**config.mk**
```make
export PLATFORM = sky130hd
export DESIGN_NAME = load_store_unit
export DESIGN_NICKNAME = d
export VERILOG_FILES = /design/src/rtl/load_store_unit.sv
export SDC_FILE = /design/constraint.sdc
export NUM_CORES = 1
export LEC_CHECK = 0
export ABC_AREA = 1
export BUFFER_PORTS_ARGS = -buffer_cell sky130_fd_sc_hd__buf_4
export CORE_MARGIN = 2
export CORE_UTILIZATION = 37
export CTS_CLUSTER_SIZE = 8
export DETAILED_ROUTE_END_ITERATION = 16
export GPL_TIMING_DRIVEN = 0
export HOLD_SLACK_MARGIN = 0.15
export PLACE_DENSITY = 0.62
export SYNTH_ARGS = -nofsm -noshare
export SYNTH_HDL_FRONTEND = slang
export SYNTH_SLANG_ARGS = --single-unit
```
**constraint.sdc**
```tcl
create_clock -name clk -period 7.1 [get_ports clk]
set_clock_uncertainty 0.05 [all_clocks]
set_input_delay 2.13 -clock clk [delete_from_list [all_inputs] [get_ports clk]]
set_output_delay 2.13 -clock clk [all_outputs]
set_load 0.01 [all_outputs]
```
**src/rtl/load_store_unit.sv**
```systemverilog
// load_store_unit
//   Memory-stage load/store engine between a CPU pipeline and a word-wide,
//   combinational-read data memory. It aligns and extends byte/halfword loads
//   and performs byte/halfword stores as read-modify-write of the full word.
//
// Ports
//   clk, reset         rising-edge clock, synchronous active-high reset
//   req_valid          request strobe from the MEM stage (seen only when ready)
//   req_store          1 = store, 0 = load
//   req_size           00 byte, 01 halfword, 10 word, 11 reserved (error)
//   req_unsigned       load extension: 1 zero-extend, 0 sign-extend
//   req_addr           byte address
//   req_wdata          store data, right-justified
//   ready              idle, request accepted this cycle
//   done               one-cycle completion pulse
//   load_data          extended result of the most recent load
//   misalign_err       one-cycle pulse for a misaligned or reserved-size request
//   mem_addr           word-aligned memory address (0 while idle)
//   write_data         word to memory (0 unless writing)
//   memRead, memWrite  memory strobes, never both high
//   read_data          memory word, valid in the same cycle as memRead
module load_store_unit (
  input  logic        clk,
  input  logic        reset,
  input  logic        req_valid,
  input  logic        req_store,
  input  logic [1:0]  req_size,
  input  logic        req_unsigned,
  input  logic [31:0] req_addr,
  input  logic [31:0] req_wdata,
  output logic        ready,
  output logic        done,
  output logic [31:0] load_data,
  output logic        misalign_err,
  output logic [31:0] mem_addr,
  output logic [31:0] write_data,
  output logic        memRead,
  output logic        memWrite,
  input  logic [31:0] read_data
);

  localparam int DATA_W = 32;

  typedef enum logic [2:0] {
    IDLE   = 3'd0,
    LOAD   = 3'd1,
    RMW_RD = 3'd2,
    RMW_WR = 3'd3,
    WRITE  = 3'd4
  } state_e;

  state_e              state_q, state_d;
  logic [DATA_W-1:0]   addr_q, addr_d;
  logic [1:0]          size_q, size_d;
  logic                unsigned_q, unsigned_d;
  logic [DATA_W-1:0]   wdata_q, wdata_d;
  logic [DATA_W-1:0]   merge_q, merge_d;
  logic [DATA_W-1:0]   load_data_q, load_data_d;
  logic                done_q, done_d;
  logic                misalign_q, misalign_d;

  // Size 11 is reserved and always rejected.
  function automatic logic is_misaligned(input logic [1:0] size, input logic [1:0] a);
    case (size)
      2'b00:   is_misaligned = 1'b0;
      2'b01:   is_misaligned = a[0];
      2'b10:   is_misaligned = (a != 2'b00);
      default: is_misaligned = 1'b1;
    endcase
  endfunction

  // Pick the addressed little-endian lane and extend it to a full word.
  function automatic logic [DATA_W-1:0] extract_load(input logic [DATA_W-1:0] word,
                                                     input logic [1:0] size,
                                                     input logic [1:0] a,
                                                     input logic uns);
    logic signed [7:0]  b;
    logic signed [15:0] h;
    case (a)
      2'd0:    b = word[7:0];
      2'd1:    b = word[15:8];
      2'd2:    b = word[23:16];
      default: b = word[31:24];
    endcase
    h = a[1] ? word[31:16] : word[15:0];
    case (size)
      2'b00:   extract_load = uns ? {24'd0, b} : {{24{b[7]}}, b};
      2'b01:   extract_load = uns ? {16'd0, h} : {{16{h[15]}}, h};
      default: extract_load = word;
    endcase
  endfunction

  // Replace only the addressed byte/halfword lane of the old word.
  function automatic logic [DATA_W-1:0] merge_store(input logic [DATA_W-1:0] word,
                                                    input logic [1:0] size,
                                                    input logic [1:0] a,
                                                    input logic [DATA_W-1:0] wdata);
    logic [DATA_W-1:0] mask;
    logic [DATA_W-1:0] data;
    case (size)
      2'b00: begin
        mask = 32'h0000_00FF << {a, 3'b000};
        data = {24'd0, wdata[7:0]} << {a, 3'b000};
      end
      2'b01: begin
        mask = 32'h0000_FFFF << {a[1], 4'b0000};
        data = {16'd0, wdata[15:0]} << {a[1], 4'b0000};
      end
      default: begin
        mask = '0;
        data = '0;
      end
    endcase
    merge_store = (word & ~mask) | (data & mask);
  endfunction

  always_comb begin
    state_d     = state_q;
    addr_d      = addr_q;
    size_d      = size_q;
    unsigned_d  = unsigned_q;
    wdata_d     = wdata_q;
    merge_d     = merge_q;
    load_data_d = load_data_q;
    done_d      = 1'b0;
    misalign_d  = 1'b0;
    ready       = 1'b0;
    memRead     = 1'b0;
    memWrite    = 1'b0;
    mem_addr    = '0;
    write_data  = '0;

    case (state_q)
      IDLE: begin
        ready = 1'b1;
        if (req_valid) begin
          if (is_misaligned(req_size, req_addr[1:0])) begin
            misalign_d = 1'b1;
          end else begin
            addr_d     = req_addr;
            size_d     = req_size;
            unsigned_d = req_unsigned;
            wdata_d    = req_wdata;
            if (!req_store)              state_d = LOAD;
            else if (req_size == 2'b10)  state_d = WRITE;
            else                         state_d = RMW_RD;
          end
        end
      end
      LOAD: begin
        memRead     = 1'b1;
        mem_addr    = {addr_q[31:2], 2'b00};
        load_data_d = extract_load(read_data, size_q, addr_q[1:0], unsigned_q);
        done_d      = 1'b1;
        state_d     = IDLE;
      end
      RMW_RD: begin
        memRead  = 1'b1;
        mem_addr = {addr_q[31:2], 2'b00};
        merge_d  = read_data;
        state_d  = RMW_WR;
      end
      RMW_WR: begin
        memWrite   = 1'b1;
        mem_addr   = {addr_q[31:2], 2'b00};
        write_data = merge_store(merge_q, size_q, addr_q[1:0], wdata_q);
        done_d     = 1'b1;
        state_d    = IDLE;
      end
      WRITE: begin
        memWrite   = 1'b1;
        mem_addr   = {addr_q[31:2], 2'b00};
        write_data = wdata_q;
        done_d     = 1'b1;
        state_d    = IDLE;
      end
      default: state_d = IDLE;
    endcase

    // Strobes are killed immediately so a reset mid-operation cannot
    // leave a half-finished write in memory.
    if (reset) begin
      memRead  = 1'b0;
      memWrite = 1'b0;
    end
  end

  // Control and architecturally visible state
  always_ff @(posedge clk) begin
    if (reset) begin
      state_q     <= IDLE;
      done_q      <= 1'b0;
      misalign_q  <= 1'b0;
      load_data_q <= '0;
      merge_q     <= '0;
    end else begin
      state_q     <= state_d;
      done_q      <= done_d;
      misalign_q  <= misalign_d;
      load_data_q <= load_data_d;
      merge_q     <= merge_d;
    end
  end

  // Latched request fields; only meaningful once a request is accepted
  always_ff @(posedge clk) begin
    addr_q     <= addr_d;
    size_q     <= size_d;
    unsigned_q <= unsigned_d;
    wdata_q    <= wdata_d;
  end

  assign done         = done_q;
  assign misalign_err = misalign_q;
  assign load_data    = load_data_q;

endmodule

```
==> impl_metrics.ini, run 1 <==
[global_routing]
antenna_found_initial = 0
overflow = 0
grt_start_max_net_pins = 33
use_met1_pct = 25.7
grt_use_met2_pct = 34.8
met3_usage_pct = 7.47
grt_pass1_vias = 5444
grt_pass1_wl_microns = 28500
track_usage_pct = 21.1
top_usage_layer = met2

[clock_tree]
clkLatencyLatePin_ps = 420
numCtsBuffers = 17
cts_buffer_depth = 2
cts_tree = yes
clkSlewWorstSetupHoldPaths_ps = 60
root_buffer = clkbuf_16
cts_hold_buf = 0
cts-resized-gates = 0
htreeDepth = 4
clock-sinks = 136
post-cts-setup-buffers = 0

[sta]
period_minus_slack_ps = 4780
rsz0062_at_grt = no
setup_viol = 0
worstMarginPinSlew_ps = 568
finalHoldViolations = 0
tns_ps = 0
fin_crit_sh_pct = 67.3
setup_slack_ps = 2320
max_freq_ghz = 0.209
whs_ps = 424
slew_headroom_pct = 62.1
maxSlewViolCount = 0

[power_and_ir_drop]
swShare_pct = 24.8
p_int_w = 0.00151
powerDensity_mw_per_mm2 = 235
p_switching_w = 0.000499
p_leak_nw = 4.15
ir_worst_vdd_mv = 0.181
fin_total_pwr_w = 0.00201
pwr-share-comb_pct = 11.8
pwr-share-clk_pct = 44.0
seq_power_share_pct = 44.2

[route]
wl_microns = 18600
firstDrtPassIters = 5
wire_per_inst_microns = 15.9
drc = 0
avgViaCountPerCell = 4.78
ant_nets = 0
vias = 5574
first_iter_violations = 341

[setup_path]
cp_cell_sequence = buf_4 -> a21oi_1 -> buf_4
cpLargestDelayFamily = buffers and inverters
end_kind = output port
critPathRequiredTime_ps = 4920
max_stage_delay_ps = 180
crit_slowest_cell = a21oi_1
crit_path_frequent_cell = buf_4
crit_path_start_kind = input port
critPathBufInv = 2
cp_max_fo = 4
worstPathArrival_ps = 2600
critPathKind = in2out

[logic_synthesis]
synth.avg_cell_area_sq_um = 8.64
ys_ff_latch = 136
postSynthCellCount = 710
synth_edf_count = 67
yosys.area.top_type = edfxtp_1
synth_area_sq_mm = 0.00613
ys_types = 32
synth-main-ff-cell = dfxtp_1
synth_top_area_share_pct = 32.8
synthTopCellsByArea = edfxtp_1 (33%), dfxtp_1 (23%), o21ai_0 (8.2%), nand2_1 (7.4%), inv_1 (6.9%)
async_flop_share_pct = 0
synth_warnings = 0
synthTopCellsByCount = nand2_1 (121), inv_1 (113), o21ai_0 (100)
yosysMostFrequentCell = nand2_1
ys_seq_area_share_pct = 55.3

[floorplan]
dieHeight_microns = 133
dieArea_sq_mm = 0.0176
ioPinCount = 204
die_w_microns = 133
rows = 47
start_util_pct = 37.4
core_sq_mm = 0.0164

[placement]
pre_cts_ws_ps = 2280
portBuffers = 201
dp_cells = 1134
dp_hpwl_microns = 14300
gp_congestion = 0.871

[flow_run]
maxCapViolCount = 0

[cells_and_area]
num_antenna_cells = 0
final_net_count = 1036
instances_no_fill = 1166
area_growth_pct = 39.6
final_layout_size_suffix_gt1_share_pct = 31.5

[hold_path]
hold_class = reg2reg

[status]
status = finished clean
per-layer routing:
metal | up-vias | wire (microns)
met5 | - | 0
met4 | 0 | 324
met3 | 23 | 1580
met2 | 198 | 8820
met1 | 2576 | 7870
li1 | 2777 | -
placed cells by master, fill, tap and decap left out, drive strengths merged, types with 2 or more instances in the layout:
master    count
nand2       126
o21ai       119
nor2         45
buf         229
nand4        10
o22ai        20
edfxtp       67
nor3          2
o21bai       16
clkbuf       31
a21oi        35
o211ai        3
conb          2
clkinvlp      3
inv         135
o21a         10
dfxtp        69
nand3        21
final timing paths:
check / startpoint / endpoint / slack (ps) / cells after the start
setup / recovery: reset / memRead / 2320 / 3
hold / removal: merge_q[15] / merge_q[15] / 420 / 2
setup reg to reg: state_q[2] / wdata_q[9] / 5020 / 7
hold reg to reg: merge_q[15] / merge_q[15] / 420 / 2
power groups by stage:
| stage | sequential (W) | clock (W) | combinational (W) |
|---|---|---|---|
| 2_1_floorplan | 0.000907 | 0 | 0.000110 |
| 3_3_place_gp | 0.000909 | 0 | 0.000231 |
| 3_5_place_dp | 0.000905 | 0 | 0.000237 |
| 4_1_cts | 0.000889 | 0.000900 | 0.000238 |
| 5_1_grt | 0.000893 | 0.000934 | 0.000261 |
| 6_report | 0.000889 | 0.000886 | 0.000238 |
state kept, by name (all words and copies together), names as in the netlist:
signal        count
addr_q           32
size_q            2
misalign_err      1
load_data        32
done              1
unsigned_q        1
merge_q          32
wdata_q          32
state_q           3
cell families after synthesis:
logic type	synth area share (%)
AO/OA/AOI/OAI	19.1
AND/OR/NAND/NOR	14.5
buffers and inverters	11.0
flip-flops	55.3
other	0.0611
metrics by stage:
step / util [%] / instance area, sq um
floorplan: - / 6140
global placement: 48.3 / 7920
detailed placement: 48.6 / 7970
CTS: 52.2 / 8570
global route: 52.2 / 8570
finish: 52.2 / 8570
worst reg2reg max path, cell delays in order (launching register included):
cell	delay [ps]
dfxtp_1	350
nor2_1	180
inv_2	70
nor2_1	250
inv_1	140
nor2_4	230
buf_12	240
buf_12	250
cell type report:
class | count | area [sq um]
Clock inverter | 11 | 104
Sequential cell | 136 | 3390
Buffer | 36 | 190
Multi-Input combinational cell | 410 | 2080
Clock buffer | 21 | 493
Inverter | 129 | 484
Tap cell | 220 | 275
Fill cell | 1569 | 7840
Timing Repair Buffer | 203 | 1550
No activity file was read; power rests on OpenSTA's default activity.
==> inputs of run 2 (changes only) <==
- ABC_AREA: 1 -> 0
- clock period: 7.1 -> 5 ns (I/O delays scaled with it)
==> run 2 against run 1 <==
  * Sequential power is 42% higher
  * Flip-flop and latch count stayed put
  * First-iteration DRC count grew 36%
  * Clock power increased by 40%
  * Via count fell by 6.8%
  * Clock-buffer cell count rose by 4
  * Global-route usage rose by 0.18 points
  * Die area fell by 4.9%
  * Final area down 4.1%
  * Critical path type unchanged
  * Largest cell class unchanged
==> impl_metrics.ini, run 2 <==
[setup_path]
worstPathArrival_ps = 3040
r2r_slack_ps = 2620
cp_max_fo = 10
crit_path_start_kind = input port
end_kind = output port
critPathRequiredTime_ps = 3450
rr_worst_depth = 4
critPathKind = in2out

[placement]
dp_hpwl_microns = 14100
gp_congestion = 0.902
portBuffers = 200
pre_cts_ws_ps = 389

[logic_synthesis]
synthTopCellsByArea = edfxtp_1 (35%), dfxtp_1 (24%), nand2_1 (6.4%), a22oi_1 (4.0%), and2_1 (3.4%)
synth-main-ff-cell = dfxtp_1
ys_types = 46
synth_top_area_share_pct = 34.5
synth_warnings = 0
synth_area_sq_mm = 0.00583
ys_ff_latch = 136
synth.avg_cell_area_sq_um = 10.7
ys_seq_area_share_pct = 58.2
synthTopCellsByCount = nand2_1 (100), dfxtp_1 (69), edfxtp_1 (67)
postSynthCellCount = 547
yosys.area.top_type = edfxtp_1
synth_edf_count = 67
yosysMostFrequentCell = nand2_1
async_flop_share_pct = 0

[cells_and_area]
final_layout_size_suffix_gt1_share_pct = 35.1
final_common_cell = buf_4
num_antenna_cells = 0
area_growth_pct = 41.0
final_net_count = 871
mostFrequentLayoutCells = buf_4 (206), nand2_1 (100), dfxtp_1 (69)

[floorplan]
rows = 45
die_w_microns = 130
core_sq_mm = 0.0153
start_util_pct = 38.1
ioPinCount = 204
dieArea_sq_mm = 0.0168
dieHeight_microns = 130

[flow_run]
maxCapViolCount = 0

[power_and_ir_drop]
p_leak_nw = 3.24
powerDensity_mw_per_mm2 = 342
ir_worst_vdd_mv = 0.228

[hold_path]
hold_depth = 2
hold_class = reg2reg

[clock_tree]
post-cts-setup-buffers = 0
clkSlewWorstSetupHoldPaths_ps = 50
cts-resized-gates = 0
cts_tree = yes
htreeDepth = 4
cts_hold_buf = 0
clkLatencyLatePin_ps = 420
cts_buffer_depth = 2
clock-sinks = 136
root_buffer = clkbuf_16
numCtsBuffers = 17

[route]
wire_per_inst_microns = 18.2
ant_nets = 0
avgViaCountPerCell = 5.24
wl_microns = 18100
firstDrtPassIters = 5
first_iter_violations = 463
vias = 5195
drc = 0

[sta]
finalHoldViolations = 0
slew_headroom_pct = 35.1
period_minus_slack_ps = 4590
fin_crit_sh_pct = 91.7
setup_slack_ps = 414
tns_ps = 0
maxSlewViolCount = 0
max_freq_ghz = 0.218
rsz0062_at_grt = no
worstMarginPinSlew_ps = 971
setup_viol = 0

[global_routing]
grt_pass1_wl_microns = 27000
track_usage_pct = 21.3
antenna_found_initial = 0
overflow = 0
grt_pass1_vias = 4978
grt_start_max_net_pins = 36

[status]
status = finished clean
## run 2: cell types whose count changed in the layout (fill, tap and decap cells not counted), sizes merged, moves of 9 or more
cell    delta
inv      -129
o21ai     -98
and2      +32
a22oi     +31
a211oi    +26
nand2     -26
o22ai     -20
nand3     -19
o21bai    -16
clkbuf    +14
nand4     -10
mux2i      +9
## run 2: kinds of logic (layout without fill, tap and decap cells)
logic type      count (synthesis)  count (layout)  share of synthesized area, %
buf+inv                        47             280                          4.08
compound gates                154             154                          18.6
xor+xnor                        1               1                         0.150
simple gates                  191             191                          15.6
mux                            17              17                          3.28
flops                         136             136                          58.2
other cells                     1               2                        0.0643
## run 2: per-layer routing
metal,vias up,wire length [microns],share of wire [%],global-route usage [%]
met5,-,0,0,0
met4,0,518,2.9,9.42
met3,33,1800,9.9,6.52
met2,272,8170,45,33.2
met1,2467,7580,42,27.5
li1,2423,-,-,-
## run 2: path summary, 6_finish.rpt
kind	from	to
min	merge_q[26]	merge_q[26]
max	reset	memRead
max reg2reg	state_q[2]	wdata_q[3]
min reg2reg	merge_q[26]	merge_q[26]
## run 2: power by group
part	internal [W]	switching (W)	total, W
clock	0.000782	0.000455	0.00124
sequential	0.00123	0.0000284	0.00126
combinational	0.000151	0.000166	0.000317
## run 2: cell type report
cell class,instances,area [sq um]
clock inverter,7,61.3
multi-input combinational,365,2210
sequential,136,3390
buffer,42,219
fill,1431,7100
clock buffer,25,529
timing repair buffer,201,1520
tap,211,264
inverter,5,18.8
## run 2: worst max-delay path, stage by stage
cell and delay (ps):
clkbuf_1 340, clkbuf_1 470, clkbuf_1 410, a21oi_1 130
buf_4 180
## run 2: through the flow
| step | instance area (sq um) | instances | total power, W | utilization [%] | hold slack (ps) |
|---|---|---|---|---|---|
| floorplan | 5830 | 548 | 0.00142 | - | 386 |
| global placement | 7600 | 959 | 0.00159 | 49.6 | 393 |
| finish | 8220 | 992 | 0.00281 | 53.6 | 405 |
| CTS | 8220 | 992 | 0.00283 | 53.6 | 405 |
| detailed placement | 7620 | 960 | 0.00160 | 49.8 | 398 |
| global route | 8220 | 992 | 0.00292 | 53.6 | 424 |
